### src/rtl/hamming_pkg.sv
// -----------------------------------------------------------------------------
// hamming_pkg
// Shared Hamming(7,4) definitions for the serial link (encoder, injector and
// decoder side): frame geometry, wire bit positions and decoder FSM states.
//
// Wire order, position 1 first: p1 p2 d1 p4 d2 d3 d4, followed by the overall
// parity bit p0 as position 8 when the SECDED_EN macro is defined.
// Position n is stored at bit n-1 of a codeword vector.
// -----------------------------------------------------------------------------
package hamming_pkg;

  localparam int CW_LEN   = 7;
  localparam int DATA_LEN = 4;

  localparam int POS_P1 = 1;
  localparam int POS_P2 = 2;
  localparam int POS_D1 = 3;
  localparam int POS_P4 = 4;
  localparam int POS_D2 = 5;
  localparam int POS_D3 = 6;
  localparam int POS_D4 = 7;

`ifdef SECDED_EN
  localparam int FRAME_LEN = CW_LEN + 1;
`else
  localparam int FRAME_LEN = CW_LEN;
`endif

  typedef enum logic [1:0] {
    ST_RX    = 2'd0,
    ST_CHECK = 2'd1,
    ST_EMIT  = 2'd2
  } state_t;

endpackage

### src/rtl/hamming_syndrome.sv
// -----------------------------------------------------------------------------
// hamming_syndrome
// Combinational Hamming(7,4) syndrome and single-error corrector. Shared with
// the parallel decoder.
//
// Ports
//   i_cw        in  7  received codeword, position n at bit n-1
//   o_syndrome  out 3  XOR of the indices of all set positions (0 = clean)
//   o_data      out 4  corrected data, o_data[0]=d1 .. o_data[3]=d4
// -----------------------------------------------------------------------------
module hamming_syndrome
  import hamming_pkg::*;
(
  input  logic [CW_LEN-1:0]   i_cw,
  output logic [2:0]          o_syndrome,
  output logic [DATA_LEN-1:0] o_data
);

  logic [2:0]        w_syn;
  logic [CW_LEN-1:0] w_flip;
  logic [CW_LEN-1:0] w_fix;

  // Each syndrome bit checks the positions whose index has that bit set.
  assign w_syn[0] = i_cw[POS_P1-1] ^ i_cw[POS_D1-1] ^ i_cw[POS_D2-1] ^ i_cw[POS_D4-1];
  assign w_syn[1] = i_cw[POS_P2-1] ^ i_cw[POS_D1-1] ^ i_cw[POS_D3-1] ^ i_cw[POS_D4-1];
  assign w_syn[2] = i_cw[POS_P4-1] ^ i_cw[POS_D2-1] ^ i_cw[POS_D3-1] ^ i_cw[POS_D4-1];

  // A non-zero syndrome is the 1-based position of the flipped bit.
  always_comb begin
    w_flip = '0;
    if (w_syn != 3'd0) w_flip[w_syn - 3'd1] = 1'b1;
    w_fix = i_cw ^ w_flip;
  end

  assign o_syndrome = w_syn;
  assign o_data     = {w_fix[POS_D4-1], w_fix[POS_D3-1], w_fix[POS_D2-1], w_fix[POS_D1-1]};

endmodule

### src/rtl/hamming_dec_s.sv
// -----------------------------------------------------------------------------
// hamming_dec_s
// Serial Hamming(7,4) receiver/corrector. Collects one codeword bit per
// strobe_in, checks/corrects it in one cycle, then replays d1..d4 serially on
// d_out with a strobe_out pulse per bit, spaced 1+OUT_GAP clocks apart.
//
// Build option: define SECDED_EN to receive an 8th bit (overall parity p0)
// and flag uncorrectable double errors on dbl_err.
//
// Parameters
//   OUT_GAP     idle clocks between successive strobe_out pulses (0..15)
// Ports
//   clk         in  1  clock, rising edge
//   rst_n       in  1  asynchronous active-low reset
//   d_in        in  1  serial codeword bit, sampled when strobe_in=1
//   strobe_in   in  1  bit-valid qualifier
//   ready       out 1  1 while accepting bits
//   d_out       out 1  corrected data bit, valid with strobe_out
//   strobe_out  out 1  one-cycle pulse per data bit
//   frame_done  out 1  pulses together with the last strobe_out
//   syndrome    out 3  syndrome of the last frame (held)
//   err_corr    out 1  last frame had a corrected single error (held)
//   dbl_err     out 1  last frame had a double error (held, 0 w/o SECDED_EN)
//   overrun     out 1  pulses when a bit arrived while not ready (bit dropped)
// -----------------------------------------------------------------------------
module hamming_dec_s
  import hamming_pkg::*;
#(
  parameter int OUT_GAP = 0
) (
  input  logic       clk,
  input  logic       rst_n,
  input  logic       d_in,
  input  logic       strobe_in,
  output logic       ready,
  output logic       d_out,
  output logic       strobe_out,
  output logic       frame_done,
  output logic [2:0] syndrome,
  output logic       err_corr,
  output logic       dbl_err,
  output logic       overrun
);

  localparam logic [2:0] LAST_BIT = 3'(FRAME_LEN - 1);
  localparam logic [3:0] GAP_RLD  = 4'(OUT_GAP);

  state_t                r_state;
  logic [FRAME_LEN-1:0]  r_cw;
  logic [2:0]            r_cnt;
  logic [2:0]            r_idx;
  logic [3:0]            r_gap;
  logic [DATA_LEN-1:0]   r_data;
  logic                  r_ready;
  logic                  r_d_out;
  logic                  r_strobe_out;
  logic                  r_frame_done;
  logic [2:0]            r_syn;
  logic                  r_err_corr;
  logic                  r_dbl;
  logic                  r_overrun;

  logic [2:0]            w_syn;
  logic [DATA_LEN-1:0]   w_data_fix;
  logic [DATA_LEN-1:0]   w_data_sel;
  logic                  w_err;
  logic                  w_dbl;

  hamming_syndrome u_syn (
    .i_cw       (r_cw[CW_LEN-1:0]),
    .o_syndrome (w_syn),
    .o_data     (w_data_fix)
  );

`ifdef SECDED_EN
  logic                w_par;
  logic [DATA_LEN-1:0] w_data_raw;

  assign w_par      = ^r_cw;
  assign w_data_raw = {r_cw[POS_D4-1], r_cw[POS_D3-1], r_cw[POS_D2-1], r_cw[POS_D1-1]};

  // Odd overall parity means exactly one flip (possibly p0 itself, where the
  // syndrome is 0 and the data passes through unchanged). Even parity with a
  // non-zero syndrome is a double error: leave the data alone.
  always_comb begin
    w_data_sel = w_data_fix;
    w_err      = 1'b0;
    w_dbl      = 1'b0;
    if (w_par) begin
      w_err = 1'b1;
    end else if (w_syn != 3'd0) begin
      w_dbl      = 1'b1;
      w_data_sel = w_data_raw;
    end
  end
`else
  assign w_data_sel = w_data_fix;
  assign w_err      = (w_syn != 3'd0);
  assign w_dbl      = 1'b0;
`endif

  always_ff @(posedge clk or negedge rst_n) begin
    if (!rst_n) begin
      r_state      <= ST_RX;
      r_cw         <= '0;
      r_cnt        <= '0;
      r_idx        <= '0;
      r_gap        <= '0;
      r_data       <= '0;
      r_ready      <= 1'b1;
      r_d_out      <= 1'b0;
      r_strobe_out <= 1'b0;
      r_frame_done <= 1'b0;
      r_syn        <= '0;
      r_err_corr   <= 1'b0;
      r_dbl        <= 1'b0;
      r_overrun    <= 1'b0;
    end else begin
      r_strobe_out <= 1'b0;
      r_frame_done <= 1'b0;
      r_overrun    <= strobe_in && (r_state != ST_RX);

      case (r_state)
        ST_RX: begin
          if (strobe_in) begin
            r_cw[r_cnt] <= d_in;
            r_cnt       <= r_cnt + 3'd1;
            if (r_cnt == LAST_BIT) begin
              r_state <= ST_CHECK;
              r_ready <= 1'b0;
            end
          end
        end

        ST_CHECK: begin
          r_syn      <= w_syn;
          r_err_corr <= w_err;
          r_dbl      <= w_dbl;
          r_data     <= w_data_sel;
          r_cnt      <= '0;
          r_idx      <= '0;
          r_gap      <= '0;
          r_state    <= ST_EMIT;
        end

        ST_EMIT: begin
          // r_idx==4 is the idle cycle after d4 has been emitted.
          if (r_idx == 3'd4) begin
            r_state <= ST_RX;
            r_ready <= 1'b1;
          end else if (r_gap == 4'd0) begin
            r_strobe_out <= 1'b1;
            r_d_out      <= r_data[r_idx[1:0]];
            r_frame_done <= (r_idx == 3'd3);
            r_idx        <= r_idx + 3'd1;
            r_gap        <= GAP_RLD;
          end else begin
            r_gap <= r_gap - 4'd1;
          end
        end

        default: begin
          r_state <= ST_RX;
          r_ready <= 1'b1;
        end
      endcase
    end
  end

  assign ready      = r_ready;
  assign d_out      = r_d_out;
  assign strobe_out = r_strobe_out;
  assign frame_done = r_frame_done;
  assign syndrome   = r_syn;
  assign err_corr   = r_err_corr;
  assign dbl_err    = r_dbl;
  assign overrun    = r_overrun;

endmodule

### config.mk
export PLATFORM = sky130hd
export DESIGN_NAME = hamming_dec_s
export DESIGN_NICKNAME = d
export VERILOG_FILES = /design/src/rtl/hamming_pkg.sv /design/src/rtl/hamming_syndrome.sv /design/src/rtl/hamming_dec_s.sv
export SDC_FILE = /design/constraint.sdc
export NUM_CORES = 1
export LEC_CHECK = 0
export BUFFER_PORTS_ARGS = -buffer_cell sky130_fd_sc_hd__buf_2
export CAP_MARGIN = 15
export CELL_PAD_IN_SITES_DETAIL_PLACEMENT = 0
export CELL_PAD_IN_SITES_GLOBAL_PLACEMENT = 1
export CORE_ASPECT_RATIO = 2
export CORE_MARGIN = 5
export CORE_UTILIZATION = 40
export CTS_CLUSTER_SIZE = 16
export DETAILED_ROUTE_END_ITERATION = 8
export GPL_ROUTABILITY_DRIVEN = 0
export HOLD_SLACK_MARGIN = 0.06
export PLACE_DENSITY_LB_ADDON = 0.1
export SETUP_SLACK_MARGIN = 0.5
export SLEW_MARGIN = 30
export SYNTH_ARGS = -nofsm -noshare
export SYNTH_HDL_FRONTEND = slang
export SYNTH_SLANG_ARGS = --single-unit
### constraint.sdc
create_clock -name clk -period 5.6 [get_ports clk]
set_clock_uncertainty 0.1 [all_clocks]
set_input_delay 0.56 -clock clk [delete_from_list [all_inputs] [get_ports clk]]
set_output_delay 0.56 -clock clk [all_outputs]
set_load 0.02 [all_outputs]
==> results.sh <==
export IMPL_outcome="completed"
export IMPL_synth_top_family_by_area="simple AND/OR/NAND/NOR gates"
export IMPL_cts_sinks=32
export IMPL_coreArea_um2=3840
export IMPL_synthAdderAreaFrac_pct=5.49
export IMPL_root_buffer="clkbuf_8"
export IMPL_reg2reg_to="r_data[0]$_DFFE_PN0P_"
export IMPL_grt_pass1_vias=1154
export IMPL_yosysTopAreaCellShare_pct=48.7
export IMPL_layout_drive_gt1_share_pct=18.7
export IMPL_finalSetupTns_ns=0
export IMPL_fmax_mhz=383
export IMPL_worst_r2r_setup_slack_ns=2.99
export IMPL_min_path_type="in -> async"
export IMPL_rsz0062_at_grt="no"
export IMPL_synth_largest_area_cell="dfrtp_1"
export IMPL_cts_buffers=5
export IMPL_period_minus_slack_ns=2.61
export IMPL_synth_simple_area_share_pct=17.8
export IMPL_dp_hpwl_um=2370
export IMPL_whs_ns=0.231
export IMPL_worstSkewPairLatency_ns=0.28
export IMPL_path_clk_slew_ns=0.06
export IMPL_io_pins=14
export IMPL_ctsResizeCount=0
export IMPL_yosysWarningCount=0
export IMPL_relSlewSlack_pct=52.1
export IMPL_syn_to_final_growth_pct=14.5
export IMPL_post_cts_setup_buffers=0
export IMPL_cp_slowest_stage_delay_ns=0.47
export IMPL_setup_viol=0
export IMPL_postCtsHoldBufs=0
export IMPL_finalHoldViolCount=0
export IMPL_peakVddDrop_uv=615
export IMPL_synth_seq_cells=32
export IMPL_std_cell_rows=32
export IMPL_postRouteAntennaNets=0
export IMPL_drc_errors=0
export IMPL_nets=181
export IMPL_cts_max_path_buffers=2
export IMPL_slowest_stage="xor3_2"
export IMPL_synth_compound_area_share_pct=8.08
export IMPL_routed_wl_um=3090
export IMPL_wl_per_cell_um=13.9
export IMPL_die_width_um=54.6
export IMPL_worst_ep_required_time_ns=5.64
export IMPL_drt_initial_drc_count=11
export IMPL_r2r_start="r_cw[2]$_DFFE_PN0P_"
export IMPL_path_delay_family="XOR/XNOR gates"
export IMPL_synth_cell_types=35
export IMPL_endpoint_kind="flop"
export IMPL_num_fill_cells=397
export IMPL_preCtsSetupSlack_ns=3.01
export IMPL_p_leak_nw=0.864
export IMPL_syn_num_nets=166
export IMPL_avgSynthCellArea_um2=10.3
export IMPL_seq_area_frac_synth_pct=50.3
export IMPL_die_area_um2=5420
export IMPL_slew_viol_final=0
export IMPL_crit_path_start_kind="flop"
export IMPL_cp_cell_sequence="xnor3_1 -> xor2_1 -> ha_1 -> xor3_2 -> nor3_1 -> xnor2_1 -> o21ai_0"
export IMPL_layout_commonest_cell="dfrtp_1"
export IMPL_finalNonFillerCells=222
export IMPL_grt_max_degree=33
export IMPL_worst_slack_ns=2.99
export IMPL_p_per_area_nw_per_um2=719
export IMPL_dr_pass1_iters=3
export IMPL_path_buf_inv=0
export IMPL_synthMuxAreaShare_pct=6.36
export IMPL_start_util_pct=41.5
export IMPL_die_y_um=99.3
export IMPL_max_slew_worst_pin_slew_ns=0.718
export IMPL_viasPerCell=4.88
export IMPL_synth_xor_area_share_pct=8.40
export IMPL_vias=1084
export IMPL_dp_cells=214
export IMPL_fin_crit_sh_pct=46.6
export IMPL_final_area_um2=1830
export IMPL_arrival_ns=2.65
export IMPL_portBuffers=12
export IMPL_postPlaceCellArea_um2=1700
export IMPL_final_cell_mix="31 x dfrtp_1, 23 x nand2_1, 12 x o21ai_0, 12 x buf_2, 11 x nand3_1"
export IMPL_synthesis_area_um2=1590
export IMPL_grt_usage_pct=13.7
export IMPL_grt_pass1_wl_um=5280
export IMPL_grt_overflow=0
export IMPL_h_tree_depth=2
export IMPL_cts_tree="built"
export IMPL_r2r_cells=7
export IMPL_path_class="reg -> reg"
export IMPL_maxCapViolations=0
export IMPL_antenna_found_initial=0
export IMPL_diodes=0
export IMPL_synth_cells=155
export IMPL_yosys_top_cells_area="dfrtp_1 49%, ha_1 5.5%, nand2_1 5.4%"
export IMPL_crit_path_max_fanout=6
[worst reg2reg max path, delay by kind of cell, from the launching register on]
kind,cells,cell delay (ns)
xor gates and xnor gates,4,1.39
AOI/OAI and AO/OA,1,0.08
adders and majority gates,1,0.24
and+or+nand+nor,1,0.22
DFF,1,0.44
[cells in the mapped netlist]
master and instances:
nor3_1 2, a21o_1 1, nand4b_1 1, a21oi_1 4, and3_1 1, nor3b_1 1
o21ai_1 1, clkbuf_1 2, mux4_2 1, nor2_1 10, inv_1 9, buf_1 1
dfrtp_1 31, ha_1 7, or3_2 1, xnor2_2 1, or3_1 1, conb_1 1
xor2_1 3, or3b_1 1, nand3_1 11, dfstp_2 1, and2_1 2, nand2b_1 2
mux2_2 7, o32ai_1 1, o31ai_1 2, xnor2_1 5, o21ai_0 12, nor2b_1 4
xnor3_1 1, a31oi_1 2, nand2_1 23, buf_4 1, xor3_2 1
[per-stage QoR]
step	total power, W	utilization, %
floorplan	0.000929	-
global placement	0.00106	44.2
detailed placement	0.00108	44.2
CTS	0.00133	47.5
global route	0.00142	47.5
finish	0.00131	47.5
[report_power, final]
group | switching (W) | leakage, nW | internal (W)
clock | 0.0000840 | 0.0645 | 0.000157
sequential | 0.0000840 | 0.407 | 0.000319
combinational | 0.000351 | 0.393 | 0.000318
[state kept, by name, summed over array words and instances, names as in the netlist]
| signal | count |
|---|---|
| frame_done | 1 |
| r_cw | 7 |
| r_cnt | 3 |
| ready | 1 |
| err_corr | 1 |
| r_data | 4 |
| d_out | 1 |
| overrun | 1 |
| r_state | 2 |
| syndrome | 3 |
| strobe_out | 1 |
| r_gap | 4 |
| r_idx | 3 |
[metal layers]
| layer | part of all wire (%) | routed length (um) | track usage (%) | vias up |
|---|---|---|---|---|
| li1 | - | - | - | 549 |
| met1 | 36 | 1120 | 13.2 | 509 |
| met2 | 57 | 1750 | 23.6 | 15 |
| met3 | 2.7 | 82 | 4.05 | 11 |
| met4 | 4.5 | 138 | 8.64 | 0 |
| met5 | 0 | 0 | 0 | - |
[layout make-up]
cell class              instances  area [um2]  area share, %
clock inverters                 1        30.0           1.64
inverters                       9        33.8           1.85
clock buffers                   7        96.3           5.28
multi-input cells             110         739           40.5
flip-flops and latches         32         802           43.9
well taps                      51        63.8           3.50
repair buffers                 12        60.1           3.29
[cells by family after synthesis]
| logic type | count (synthesis) |
|---|---|
| fa+ha+maj | 7 |
| simple gates | 60 |
| compound gates | 23 |
| buf+inv | 13 |
| xor+xnor | 11 |
| mux | 8 |
| other cells | 1 |
| flops | 32 |
[worst max-delay path by stage]
stage	slack, ns	to	start	depth (start not counted)
detailed placement	3.01	r_data[0]$_DFFE_PN0P_	r_cw[2]$_DFFE_PN0P_	7
global placement	3.14	r_data[0]$_DFFE_PN0P_	r_cw[2]$_DFFE_PN0P_	7
CTS	2.97	r_data[0]$_DFFE_PN0P_	r_cw[2]$_DFFE_PN0P_	7
floorplan	3.25	r_data[1]$_DFFE_PN0P_	r_cw[2]$_DFFE_PN0P_	7
finish	2.99	r_data[0]$_DFFE_PN0P_	r_cw[2]$_DFFE_PN0P_	7
global route	2.82	r_data[0]$_DFFE_PN0P_	r_cw[2]$_DFFE_PN0P_	7
Note: power is estimated with default switching activity, not from simulation.
